### src/rtl/fifo_hdl_pkg.sv
// Shared types and helpers for the FIFO read-side packer.
// The accumulator state is visible on the top level for checker binding.
package fifo_hdl_pkg;

  typedef enum logic [1:0] {
    ACC_EMPTY = 2'd0,
    ACC_PART  = 2'd1,
    ACC_FULL  = 2'd2
  } acc_state_e;

  // Ceiling log2, evaluated at elaboration time for counter widths.
  function automatic int clog2(input int value);
    int result;
    int rem;
    result = 0;
    rem    = value - 1;
    while (rem > 0) begin
      result = result + 1;
      rem    = rem >> 1;
    end
    return result;
  endfunction

endpackage

### src/rtl/pack_out_slot.sv
// Output beat register of the packer.
// Holds one packed beat and offers it on a valid/ready stream.
module pack_out_slot #(
  parameter int                DSIZE     = 8,
  parameter int                LANES     = 4,
  parameter logic [DSIZE-1:0]  PAD_VALUE = '0
) (
  input  logic                     rd_clk,
  input  logic                     rd_rst_n,
  input  logic                     load,
  input  logic [DSIZE*LANES-1:0]   load_data,
  input  logic [LANES-1:0]         load_keep,
  input  logic                     out_ready,
  output logic [DSIZE*LANES-1:0]   out_data,
  output logic [LANES-1:0]         out_keep,
  output logic                     out_valid,
  output logic                     slot_free
);

  // Handshake: a beat transfers on a clock edge where out_valid && out_ready.
  // Once out_valid is high, out_data/out_keep stay frozen until that transfer.
  // load is only asserted by the owner while slot_free, so a load in the same
  // cycle as a transfer replaces the departing beat without a bubble.
  assign slot_free = !out_valid || out_ready;

  always_ff @(posedge rd_clk or negedge rd_rst_n) begin
    if (!rd_rst_n) begin
      out_valid <= 1'b0;
      out_keep  <= '0;
      out_data  <= {LANES{PAD_VALUE}};
    end else if (load) begin
      out_valid <= 1'b1;
      out_keep  <= load_keep;
      out_data  <= load_data;
    end else if (out_ready) begin
      out_valid <= 1'b0;
    end
  end

endmodule

### src/rtl/fifo_rd_packer.sv
// Pops words from a first-word-fall-through FIFO and packs LANES of them into
// one wide valid/ready beat; partial beats leave on flush or idle timeout.
module fifo_rd_packer
  import fifo_hdl_pkg::*;
#(
  parameter int                DSIZE     = 8,
  parameter int                LANES     = 4,
  parameter int                TIMEOUT   = 16,
  parameter logic [DSIZE-1:0]  PAD_VALUE = '0
) (
  input  logic                     rd_clk,
  input  logic                     rd_rst_n,
  input  logic                     fifo_empty,
  input  logic [DSIZE-1:0]         fifo_rd_data,
  output logic                     fifo_rd_en,
  input  logic                     flush,
  output logic [DSIZE*LANES-1:0]   out_data,
  output logic [LANES-1:0]         out_keep,
  output logic                     out_valid,
  input  logic                     out_ready,
  output logic                     busy,
  output acc_state_e               acc_state
);

  localparam int CW   = clog2(LANES + 1);
  localparam int TW   = (TIMEOUT > 1) ? clog2(TIMEOUT) : 1;
  localparam int TMAX = (TIMEOUT > 0) ? TIMEOUT - 1 : 0;

  acc_state_e              state_q, state_d;
  logic [CW-1:0]           cnt_q, cnt_d;
  logic [TW-1:0]           timer_q;
  logic                    flush_pend_q;
  logic [DSIZE-1:0]        lane_q [LANES];
  logic [DSIZE-1:0]        lane_d [LANES];
  logic [DSIZE*LANES-1:0]  beat_data;
  logic [LANES-1:0]        beat_keep;
  logic                    capture;
  logic                    flush_req;
  logic                    timeout_hit;
  logic                    promote_req;
  logic                    promote;
  logic                    slot_free;

  // The beat offered to the slot is built from next-state contents, so a word
  // captured in the promoting cycle rides along in that beat.
  always_comb begin
    fifo_rd_en = !fifo_empty && (state_q != ACC_FULL);
    capture    = fifo_rd_en;
    cnt_d      = cnt_q + CW'(capture);
    beat_data  = '0;
    beat_keep  = '0;
    for (int i = 0; i < LANES; i++) begin
      lane_d[i] = lane_q[i];
      if (capture && (cnt_q == CW'(i))) begin
        lane_d[i] = fifo_rd_data;
      end
      beat_keep[i] = (CW'(i) < cnt_d);
      beat_data[i*DSIZE +: DSIZE] = beat_keep[i] ? lane_d[i] : PAD_VALUE;
    end
    flush_req   = (flush || flush_pend_q) && (cnt_d != '0);
    timeout_hit = (TIMEOUT != 0) && (state_q == ACC_PART) && (timer_q == TW'(TMAX));
    promote_req = (state_q == ACC_FULL) || (cnt_d == CW'(LANES)) || flush_req || timeout_hit;
    promote     = promote_req && slot_free;
    if (cnt_d == '0) begin
      state_d = ACC_EMPTY;
    end else if (cnt_d == CW'(LANES)) begin
      state_d = ACC_FULL;
    end else begin
      state_d = ACC_PART;
    end
  end

  always_ff @(posedge rd_clk or negedge rd_rst_n) begin
    if (!rd_rst_n) begin
      state_q      <= ACC_EMPTY;
      cnt_q        <= '0;
      timer_q      <= '0;
      flush_pend_q <= 1'b0;
      for (int i = 0; i < LANES; i++) begin
        lane_q[i] <= '0;
      end
    end else begin
      for (int i = 0; i < LANES; i++) begin
        lane_q[i] <= lane_d[i];
      end
      if (promote) begin
        state_q      <= ACC_EMPTY;
        cnt_q        <= '0;
        timer_q      <= '0;
        flush_pend_q <= 1'b0;
      end else begin
        state_q      <= state_d;
        cnt_q        <= cnt_d;
        // A flush that could not promote stays armed until the slot frees up.
        flush_pend_q <= flush_req;
        if (capture) begin
          timer_q <= '0;
        end else if ((state_q == ACC_PART) && (timer_q != TW'(TMAX))) begin
          timer_q <= timer_q + TW'(1);
        end
      end
    end
  end

  pack_out_slot #(
    .DSIZE     (DSIZE),
    .LANES     (LANES),
    .PAD_VALUE (PAD_VALUE)
  ) u_slot (
    .rd_clk    (rd_clk),
    .rd_rst_n  (rd_rst_n),
    .load      (promote),
    .load_data (beat_data),
    .load_keep (beat_keep),
    .out_ready (out_ready),
    .out_data  (out_data),
    .out_keep  (out_keep),
    .out_valid (out_valid),
    .slot_free (slot_free)
  );

  assign busy      = (state_q != ACC_EMPTY) || out_valid;
  assign acc_state = state_q;

endmodule

### config.mk
export PLATFORM = sky130hd
export DESIGN_NAME = fifo_rd_packer
export DESIGN_NICKNAME = d
export VERILOG_FILES = /design/src/rtl/fifo_hdl_pkg.sv /design/src/rtl/pack_out_slot.sv /design/src/rtl/fifo_rd_packer.sv
export SDC_FILE = /design/constraint.sdc
export NUM_CORES = 1
export LEC_CHECK = 0
export CAP_MARGIN = 25
export CORE_AREA = 2 2 112 114
export DETAILED_ROUTE_END_ITERATION = 6
export DIE_AREA = 0 0 114 116
export SETUP_SLACK_MARGIN = 0.4
export SYNTH_ARGS = -nofsm -noshare
export SYNTH_HDL_FRONTEND = slang
export SYNTH_HIERARCHICAL = 1
export SYNTH_SLANG_ARGS = --single-unit
### constraint.sdc
create_clock -name rd_clk -period 7.3 [get_ports rd_clk]
set_clock_uncertainty 0.15 [all_clocks]
set_input_delay 1.46 -clock rd_clk [delete_from_list [all_inputs] [get_ports rd_clk]]
set_output_delay 1.46 -clock rd_clk [all_outputs]
set_load 0.01 [all_outputs]
==> results of run 1 <==
==> flip-flops by register name, summed over array words and instances (netlist names) <==
signal and cells:
lane_q 32, u_slot/out_data 32, timer_q 4, u_slot/out_keep 4
cnt_q 3, acc_state 2, flush_pend_q 1, u_slot/out_valid 1
==> cells in the mapped netlist, drive strengths merged <==
library cell / number
nor2: 9
buf: 6
and2: 32
mux2i: 2
dfrtp: 79
nand4b: 2
nand4: 1
nor4: 1
nand2: 2
and3: 1
nand3b: 1
or3: 1
nand3: 3
xor2: 2
ha: 3
nand2b: 4
xnor2: 1
nor3: 6
o31ai: 1
mux2: 68
o21ai: 1
inv: 6
o2bb2ai: 1
nor2b: 2
a21oi: 1
==> power breakdown <==
part / leakage (nW) / internal (mW) / total, mW / switching (mW)
clock: 0.145 / 0.281 / 0.448 / 0.167
sequential: 1.01 / 0.619 / 0.704 / 0.0843
combinational: 0.904 / 0.538 / 0.929 / 0.391
total: 2.05 / 1.44 / 2.08 / 0.643
==> worst max-delay path, stage by stage <==
cell and delay (ps):
sky130_fd_sc_hd__clkdlybuf4s50_1 500, sky130_fd_sc_hd__nor2b_1 400, sky130_fd_sc_hd__clkdlybuf4s50_1 630
==> worst paths after layout <==
path / depth (start not counted) / startpoint / end / slack (ps)
max in group asynchronous: 2 / rd_rst_n / u_slot/out_data[6] / 5630
setup / recovery: 3 / fifo_empty / fifo_rd_en / 2690
min in group asynchronous: 1 / rd_rst_n / u_slot/out_data[23] / 810
hold reg to reg: 1 / lane_q[8] / lane_q[8] / 340
hold / removal: 1 / lane_q[8] / lane_q[8] / 340
setup reg to reg: 10 / acc_state[0] / u_slot/out_data[23] / 3600
==> kinds of logic (layout without fill, tap and decap cells) <==
kind of cell,Yosys count,after routing,synth area share [%]
DFF,79,79,55.6
adders and majority gates,3,3,1.06
muxes,70,70,25.3
buffers and inverters,12,77,3.17
and+or+nand+nor,65,65,12.7
AOI/OAI and AO/OA,4,4,1.27
xor gates and xnor gates,3,3,0.950
==> through the flow <==
| stage | total power [mW] | cells | area, sq um | utilization, % |
|---|---|---|---|---|
| floorplan | 1.38 | 236 | 3560 | - |
| global placement | 1.61 | 431 | 4190 | 35.1 |
| CTS | 2.08 | 446 | 4480 | 37.6 |
| detailed placement | 1.63 | 431 | 4190 | 35.1 |
| finish | 2.08 | 448 | 4540 | 38.1 |
| global route | 2.21 | 448 | 4540 | 38.1 |
==> area by class of cell <==
class | count | area share, %
flip-flops and latches | 79 | 43.6
multi-input cells | 145 | 32.3
repair buffers | 56 | 13.0
clock buffers | 12 | 5.65
well taps | 147 | 4.05
clock inverters | 3 | 0.937
inverters | 6 | 0.496
==> routing by layer <==
metal  GRT usage, %  share of wire (%)  up-vias  routed length (um)
met5              0                  0        -                   0
met4           2.44               0.89        0                  63
met3           3.82                4.4        8                 315
met2           18.5                 48       49                3390
met1           15.5                 47     1000                3340
li1               -                  -      936                   -
==> impl_metrics.yaml, run 1 <==
routing:
  postRouteAntennaNets: 0
  routedWlPerCell_um: 15.9
  route.vias.total: 1993
  detailedRoute.firstPassIterationCount: 4
  drt-total-wl_um: 7110
  vias_per_cell: 4.45
  dr.first_iter.drc_count: 59
  drt_drc_violations_left: 0
logic_synthesis:
  synth.top_cells.by_area: "sky130_fd_sc_hd__dfrtp_1 (56%), sky130_fd_sc_hd__mux2_4 (13%), sky130_fd_sc_hd__mux2_2 (12%), sky130_fd_sc_hd__and2_1 (5.6%), sky130_fd_sc_hd__buf_12 (1.7%)"
  netlist_area_sq_um: 3560
  area_share_of_the_leading_cell_type_in_the_synthesized_netlist_pct: 55.6
  netlist_instances: 236
  synth-warning-count: 6
  synth_cell_type_count: 32
  postSynthAreaPerCell_sq_um: 15.1
  synth_largest_area_cell: "sky130_fd_sc_hd__dfrtp_1"
  ys_seq_elements: 79
  synth.net_count: 252
  synth-seq-area-share_pct: 55.6
floorplanning:
  core_region_area_sq_um: 11900
  fp.dieH_um: 116
  num_io_pins: 54
  die_area_sq_um: 13200
  chipWidth_um: 114
  initial_standard_cell_utilization_of_the_core_pct: 29.9
  core.rowCount: 40
critical_path:
  critical_setup_path_kind: "in2out"
  critPathMaxFanout: 6
  timing.critical_path.arrival_ps: 3000
  worst_setup_path_end_kind: "output pin"
  critical_path_required_ps: 5690
  worstSetupStartpointType: "primary input"
clock_network:
  cts_tree: "built"
  hold_bufs_at_cts: 0
  cts-resized-gates: 0
  clk_transition_reported_paths_ps: 50
  number_of_buffers_on_the_longest_clock_path: 2
  worstSkewPairLatency_ps: 330
  numCtsBuffers: 9
  clock_sinks: 79
  buffer_count_from_post_cts_setup_fixing: 0
  htreeDepth: 3
  clock-root-buffer: "sky130_fd_sc_hd__clkbuf_16"
grt:
  first_global_vias: 2144
  grt_start_max_net_pins: 80
  grt_pass1_wl_um: 11600
  aggregate_global_route_resource_usage_pct: 11.6
  grt_antenna_before_repair: 0
  congestion_overflow_gr: 0
timing:
  worst-slew-pin-transition_ps: 512
  post-route-worst-setup-slack_ps: 2690
  timing.hold.ws_ps: 340
  maxSlewHeadroom_pct: 65.8
  clock.fmax_mhz: 217
  setup_viol: 0
  timing.final.max_slew_violations: 0
  rsz0062_at_grt: "false"
  totalNegativeSetupSlack_ps: 0
  final_min_period_over_clock_period_pct: 63.1
  tmin_final_ps: 4610
  hold_viol_final: 0
placed_design:
  post-dp-hpwl_um: 4820
  pre_cts_ws_ps: 2180
  numPortBuffers: 53
  place.gp.congestion: 0.748
cells_and_area:
  final_layout_size_suffix_gt1_share_pct: 31.9
  antenna_fix_cells: 0
  multi_input_comb_area_sq_um: 1470
  final_nets: 313
  leading_cell_type_in_the_layout_fill_and_taps_excluded: "sky130_fd_sc_hd__dfrtp_1"
  sequential_cell_area_in_the_final_layout_sq_um: 1980
  syn2layout_area_growth_pct: 27.7
  filler_instances: 1155
  most-common-layout-cells: "sky130_fd_sc_hd__dfrtp_1 (79), sky130_fd_sc_hd__clkdlybuf4s50_1 (52), sky130_fd_sc_hd__mux2_2 (38)"
pwr:
  p_leak_nw: 2.05
  vdd_ir_drop_max_mv: 0.204
  power.density_nw_per_um2: 458
outcome:
  status: "complete, no violations"
job:
  drv.max_cap_violation_count: 0
worst_hold_path:
  worstHoldPathType: "reg2reg"
Note: power is estimated with default switching activity, not from simulation.
==> run 2: changes to the inputs <==
==> constraint.sdc (replaced) <==
create_clock -name rd_clk -period 4.1 [get_ports rd_clk]
set_clock_uncertainty 0.15 [all_clocks]
set_input_delay 0.82 -clock rd_clk [delete_from_list [all_inputs] [get_ports rd_clk]]
set_output_delay 0.82 -clock rd_clk [all_outputs]
set_load 0.01 [all_outputs]
==> run 2 against run 1 <==
Power up 73%. Utilization is 0.24 points lower. Sequential share of layout area up 0.28 points. Count of clock-buffer cells in the layout up 1. Highest routed layer unchanged. Wire length fell by 1.5%. Critical path depth is 1 higher. Via count shrank 0.15%.
==> impl_metrics.yaml, run 2 (synthesis results as in run 1) <==
outcome:
  status: "complete, no violations"
placed_design:
  post-dp-hpwl_um: 4640
  place_inst: 432
  numPortBuffers: 53
  place.gp.congestion: 0.747
routing:
  route.vias.total: 1990
  drt-total-wl_um: 7000
  detailedRoute.firstPassIterationCount: 4
  dr.first_iter.drc_count: 84
  vias_per_cell: 4.43
  drt_drc_violations_left: 0
  routedWlPerCell_um: 15.6
  postRouteAntennaNets: 0
grt:
  grt_pass1_wl_um: 11500
  aggregate_global_route_resource_usage_pct: 11.4
  congestion_overflow_gr: 0
  first_global_vias: 2146
  grt_start_max_net_pins: 80
  grt_antenna_before_repair: 0
timing:
  hold_viol_final: 0
  maxSlewHeadroom_pct: 66.7
  clock.fmax_mhz: 310
  final_min_period_over_clock_period_pct: 78.6
  setup_viol: 0
  worst-slew-pin-transition_ps: 494
  totalNegativeSetupSlack_ps: 0
  rsz0062_at_grt: "false"
  timing.final.max_slew_violations: 0
  tmin_final_ps: 3220
clock_network:
  clock-root-buffer: "sky130_fd_sc_hd__clkbuf_16"
  cts-resized-gates: 0
  number_of_buffers_on_the_longest_clock_path: 2
  worstSkewPairLatency_ps: 320
  clk_transition_reported_paths_ps: 50
  buffer_count_from_post_cts_setup_fixing: 0
  hold_bufs_at_cts: 0
  clock_sinks: 79
  htreeDepth: 3
  cts_tree: "built"
  numCtsBuffers: 9
cells_and_area:
  leading_cell_type_in_the_layout_fill_and_taps_excluded: "sky130_fd_sc_hd__dfrtp_1"
  final_layout_size_suffix_gt1_share_pct: 31.8
  final_nets: 313
  biggestRegsByFlops: "lane_q: 32 flops, u_slot/out_data: 32 flops"
  most-common-layout-cells: "sky130_fd_sc_hd__dfrtp_1 (79), sky130_fd_sc_hd__clkdlybuf4s50_1 (52), sky130_fd_sc_hd__mux2_2 (38)"
  antenna_fix_cells: 0
  finalNonFillerCells: 449
  syn2layout_area_growth_pct: 26.8
pwr:
  vdd_ir_drop_max_mv: 0.359
  total_power_mw: 3.60
  power.density_nw_per_um2: 799
  p_leak_nw: 2.04
critical_path:
  critical_setup_path_kind: "in2out"
  worstSetupStartpointType: "primary input"
  worst_path_largest_cell_delay_ps: 530
  worst_path_dominant_cell_family: "buffers and inverters"
  critical_path.n_buffers_inverters: 3
  critPathMaxFanout: 5
  cpMostUsedCell: "sky130_fd_sc_hd__clkdlybuf4s50_1"
  path_cells: "clkdlybuf4s50_1, nor2b_1, buf_4, clkdlybuf4s50_1"
  critical_path_required_ps: 3130
  timing.critical_path.arrival_ps: 2250
  ff2ff_path_depth: 9
  worst_setup_path_end_kind: "output pin"
  critical_path_cell_count: 4
  critPathSlowestCell: "sky130_fd_sc_hd__clkdlybuf4s50_1"
worst_hold_path:
  worstHoldPathType: "in2async"
job:
  drv.max_cap_violation_count: 0
floorplanning:
  die_area_sq_um: 13200
  num_io_pins: 54
  initial_standard_cell_utilization_of_the_core_pct: 29.9
  core.rowCount: 40
  core_region_area_sq_um: 11900
  chipWidth_um: 114
  fp.dieH_um: 116
## run 2: report_power, final
group / internal [mW] / switching [mW] / total [mW]
clock: 0.441 / 0.290 / 0.731
sequential: 1.10 / 0.153 / 1.26
combinational: 0.939 / 0.676 / 1.62
## run 2: worst reg2reg max path: stages (launching register included)
cell                        delay, ps
sky130_fd_sc_hd__dfrtp_1          410
sky130_fd_sc_hd__nand2b_1         350
sky130_fd_sc_hd__nor2b_1          260
sky130_fd_sc_hd__ha_1             210
sky130_fd_sc_hd__ha_1             400
sky130_fd_sc_hd__nor2_1            90
sky130_fd_sc_hd__o31ai_1          350
sky130_fd_sc_hd__o2bb2ai_4        120
sky130_fd_sc_hd__buf_12           200
sky130_fd_sc_hd__mux2_4           380
## run 2: path summary, 6_finish.rpt
path,end,slack [ps],startpoint
worst max register to register,u_slot/out_data[21],1060,acc_state[0]
min in group rd_clk,lane_q[26],340,lane_q[26]
worst min register to register,lane_q[26],340,lane_q[26]
max in group asynchronous,u_slot/out_keep[2],3070,rd_rst_n
worst min-delay path,timer_q[1],160,rd_rst_n
worst max-delay path,fifo_rd_en,880,fifo_empty
## run 2: layout make-up
cell class	count	area, sq um
clock buffers	13	260
clock inverters	3	17.5
fillers	1159	7400
inverters	6	22.5
multi-input cells	145	1470
flip-flops and latches	79	1980
well taps	147	184
repair buffers	56	583
## run 2: through the flow
stage / area, sq um / util, % / hold slack [ps] / setup WS [ps]
6_report: 4510 / 37.9 / 165 / 878
5_1_grt: 4510 / 37.9 / 164 / 783
4_1_cts: 4480 / 37.6 / 341 / 857
3_5_place_dp: 4210 / 35.3 / 328 / 553
3_3_place_gp: 4210 / 35.3 / 324 / 596
2_1_floorplan: 3560 / - / 314 / 1000
## run 2: routing by layer
layer  vias up  share of wire, %  GRT usage, %
li1        935                 -             -
met1      1009                49          15.3
met2        39                47          18.3
met3         7               3.4          3.29
met4         0              0.91          3.17
met5         -                 0             0
==> run 3: changes to the inputs <==
==> constraint.sdc (replaced) <==
create_clock -name rd_clk -period 2.7 [get_ports rd_clk]
set_clock_uncertainty 0.15 [all_clocks]
set_input_delay 0.54 -clock rd_clk [delete_from_list [all_inputs] [get_ports rd_clk]]
set_output_delay 0.54 -clock rd_clk [all_outputs]
set_load 0.01 [all_outputs]
==> run 3 against run 2 <==
Utilization increased by 3.1 points. Via count increased by 4.2%. Power increased by 71%. Clock power increased by 52%. Sequential share of layout area decreased by 3.3 points. Global-route usage increased by 0.73 points. Critical path depth increased by 7. Largest cell class unchanged. Setup slack got worse by 540 ps. Sequential power increased by 52%. Register-to-register slack got worse by 720 ps. Die area unchanged.
==> impl_metrics.yaml, run 3 (synthesis results as in run 1) <==
timing:
  maxSlewHeadroom_pct: 69.6
  timing.final.max_slew_violations: 0
  post-route-worst-setup-slack_ps: 340
  tmin_final_ps: 2360
  hold_viol_final: 0
  clock.fmax_mhz: 424
  final_min_period_over_clock_period_pct: 87.4
  setup_viol: 0
  rsz0062_at_grt: "true"
  worst-slew-pin-transition_ps: 456
cells_and_area:
  syn2layout_area_growth_pct: 37.3
  fin_util_pct: 41.0
  most-common-layout-cells: "sky130_fd_sc_hd__dfrtp_1 (78), sky130_fd_sc_hd__clkdlybuf4s50_1 (49), sky130_fd_sc_hd__mux2_2 (38)"
  final_nets: 334
  post-route-cell-area_sq_um: 4880
  biggestRegsByFlops: "lane_q: 32 flops, u_slot/out_data: 32 flops"
  multi_input_comb_area_sq_um: 1590
  leading_cell_type_in_the_layout_fill_and_taps_excluded: "sky130_fd_sc_hd__dfrtp_1"
  filler_instances: 1131
  final_layout_size_suffix_gt1_share_pct: 41.5
  sequential_cell_area_in_the_final_layout_sq_um: 1980
  antenna_fix_cells: 0
critical_path:
  critical_setup_path_kind: "reg2reg"
  timing.critical_path.arrival_ps: 2420
  critical_path_required_ps: 2760
  critical_path_cell_count: 11
  critPathSlowestCell: "sky130_fd_sc_hd__dfrtp_1"
  ff2ff_path_depth: 11
  worst_path_largest_cell_delay_ps: 380
  critPathMaxFanout: 8
  setup.worst_path.start: "acc_state[0]"
  cp-endpoint: "u_slot/out_data[22]"
  worstSetupStartpointType: "flop"
  r2r_slack_ps: 340
  critical_path.n_buffers_inverters: 3
  path_cells: "nand2b_4, nor2b_4, ha_4, ha_4, xnor2_4, inv_2, nor3_4, o2bb2ai_4, buf_12, clkbuf_16, mux2_4"
  worst_path_dominant_cell_family: "simple AND/OR/NAND/NOR gates"
  cpMostUsedCell: "sky130_fd_sc_hd__ha_4"
  reg2reg_from: "acc_state[0]"
  worst_setup_path_end_kind: "flop"
  worstReg2RegEnd: "u_slot/out_data[22]"
clock_network:
  htreeDepth: 3
  clk_transition_reported_paths_ps: 60
  number_of_buffers_on_the_longest_clock_path: 2
  clock_sinks: 79
  hold_bufs_at_cts: 0
  cts_tree: "built"
  numCtsBuffers: 9
  worstSkewPairLatency_ps: 330
  clock-root-buffer: "sky130_fd_sc_hd__clkbuf_16"
pwr:
  power.density_nw_per_um2: 1260
  p_leak_nw: 2.21
  vdd_ir_drop_max_mv: 0.459
  total_power_mw: 6.17
floorplanning:
  initial_standard_cell_utilization_of_the_core_pct: 29.9
  core.rowCount: 40
  die_area_sq_um: 13200
  chipWidth_um: 114
  core_region_area_sq_um: 11900
  fp.dieH_um: 116
  num_io_pins: 54
grt:
  congestion_overflow_gr: 0
  grt_start_max_net_pins: 48
  grt_pass1_wl_um: 12100
  aggregate_global_route_resource_usage_pct: 12.2
  first_global_vias: 2245
  grt_antenna_before_repair: 0
outcome:
  status: "complete, no violations"
routing:
  routedWlPerCell_um: 16.5
  detailedRoute.firstPassIterationCount: 5
  vias_per_cell: 4.41
  route.vias.total: 2073
  dr.first_iter.drc_count: 41
  drt-total-wl_um: 7730
  drt_drc_violations_left: 0
  postRouteAntennaNets: 0
job:
  drv.max_cap_violation_count: 0
placed_design:
  placedInstanceArea_sq_um: 4360
  pre_cts_ws_ps: -225
  post-dp-hpwl_um: 5060
  place.gp.congestion: 0.729
  numPortBuffers: 53
worst_hold_path:
  worstHoldPathType: "in2async"
-- run 3: cell types whose count changed in the layout (fill, tap and decap cells not counted), moves of 3 or more --
cell	previous run	this run
sky130_fd_sc_hd__clkdlybuf4s50_1	52	49
sky130_fd_sc_hd__buf_12	1	4
sky130_fd_sc_hd__nor3_4	1	4
sky130_fd_sc_hd__dlygate4sd2_1	0	3
sky130_fd_sc_hd__buf_4	2	16
sky130_fd_sc_hd__nor3_1	5	1
sky130_fd_sc_hd__nor2_1	8	5
-- run 3: how the worst min path moves through the flow --
stage | startpoint | slack, ps | endpoint | depth (start not counted)
after floorplan | rd_rst_n | 90 | acc_state[0] | 0
after global placement | lane_q[29] | 320 | lane_q[29] | 1
after detailed placement | lane_q[8] | 330 | lane_q[8] | 1
after CTS | rd_rst_n | 20 | u_slot/out_data[16] | 1
after global routing | rd_rst_n | 40 | lane_q[23] | 1
final | rd_rst_n | 10 | u_slot/out_data[19] | 1
-- run 3: cell type report --
cell class / count / share of cell area [%]
clock buffer: 10 / 4.89
multi-input combinational: 145 / 32.5
sequential: 79 / 40.5
inverter: 6 / 0.461
clock inverter: 6 / 0.743
tap: 147 / 3.77
timing repair buffer: 77 / 17.1
-- run 3: timing repair --
| action | in CTS | in global routing |
|---|---|---|
| pin swaps | 2 | 3 |
| gates resized for setup | 12 | 12 |
| endpoints found under the setup margin | 45 | 42 |
| cloned | 1 | 2 |
| buffers inserted | 5 | 2 |
-- run 3: metal layers --
layer / global-route usage [%] / up-vias / routed length (um)
met1: 15.4 / 1038 / 3480
met2: 20.6 / 47 / 3850
li1: - / 978 / -
met4: 3.01 / 0 / 123
met3: 3.56 / 10 / 281
met5: 0 / - / 0
-- run 3: metrics by stage --
step,TNS [ps],instances,hold slack [ps]
floorplan,0,236,94.4
global placement,-5240,444,323
detailed placement,-6560,444,328
CTS,0,466,24.8
global route,0,470,43.0
finish,0,470,10.4
-- run 3: power by group --
group | leakage [nW] | internal (mW) | switching (mW) | total, mW
clock network | 0.138 | 0.642 | 0.464 | 1.11
registers | 1.00 | 1.67 | 0.239 | 1.91
logic | 1.07 | 1.90 | 1.24 | 3.15
total | 2.21 | 4.22 | 1.95 | 6.17
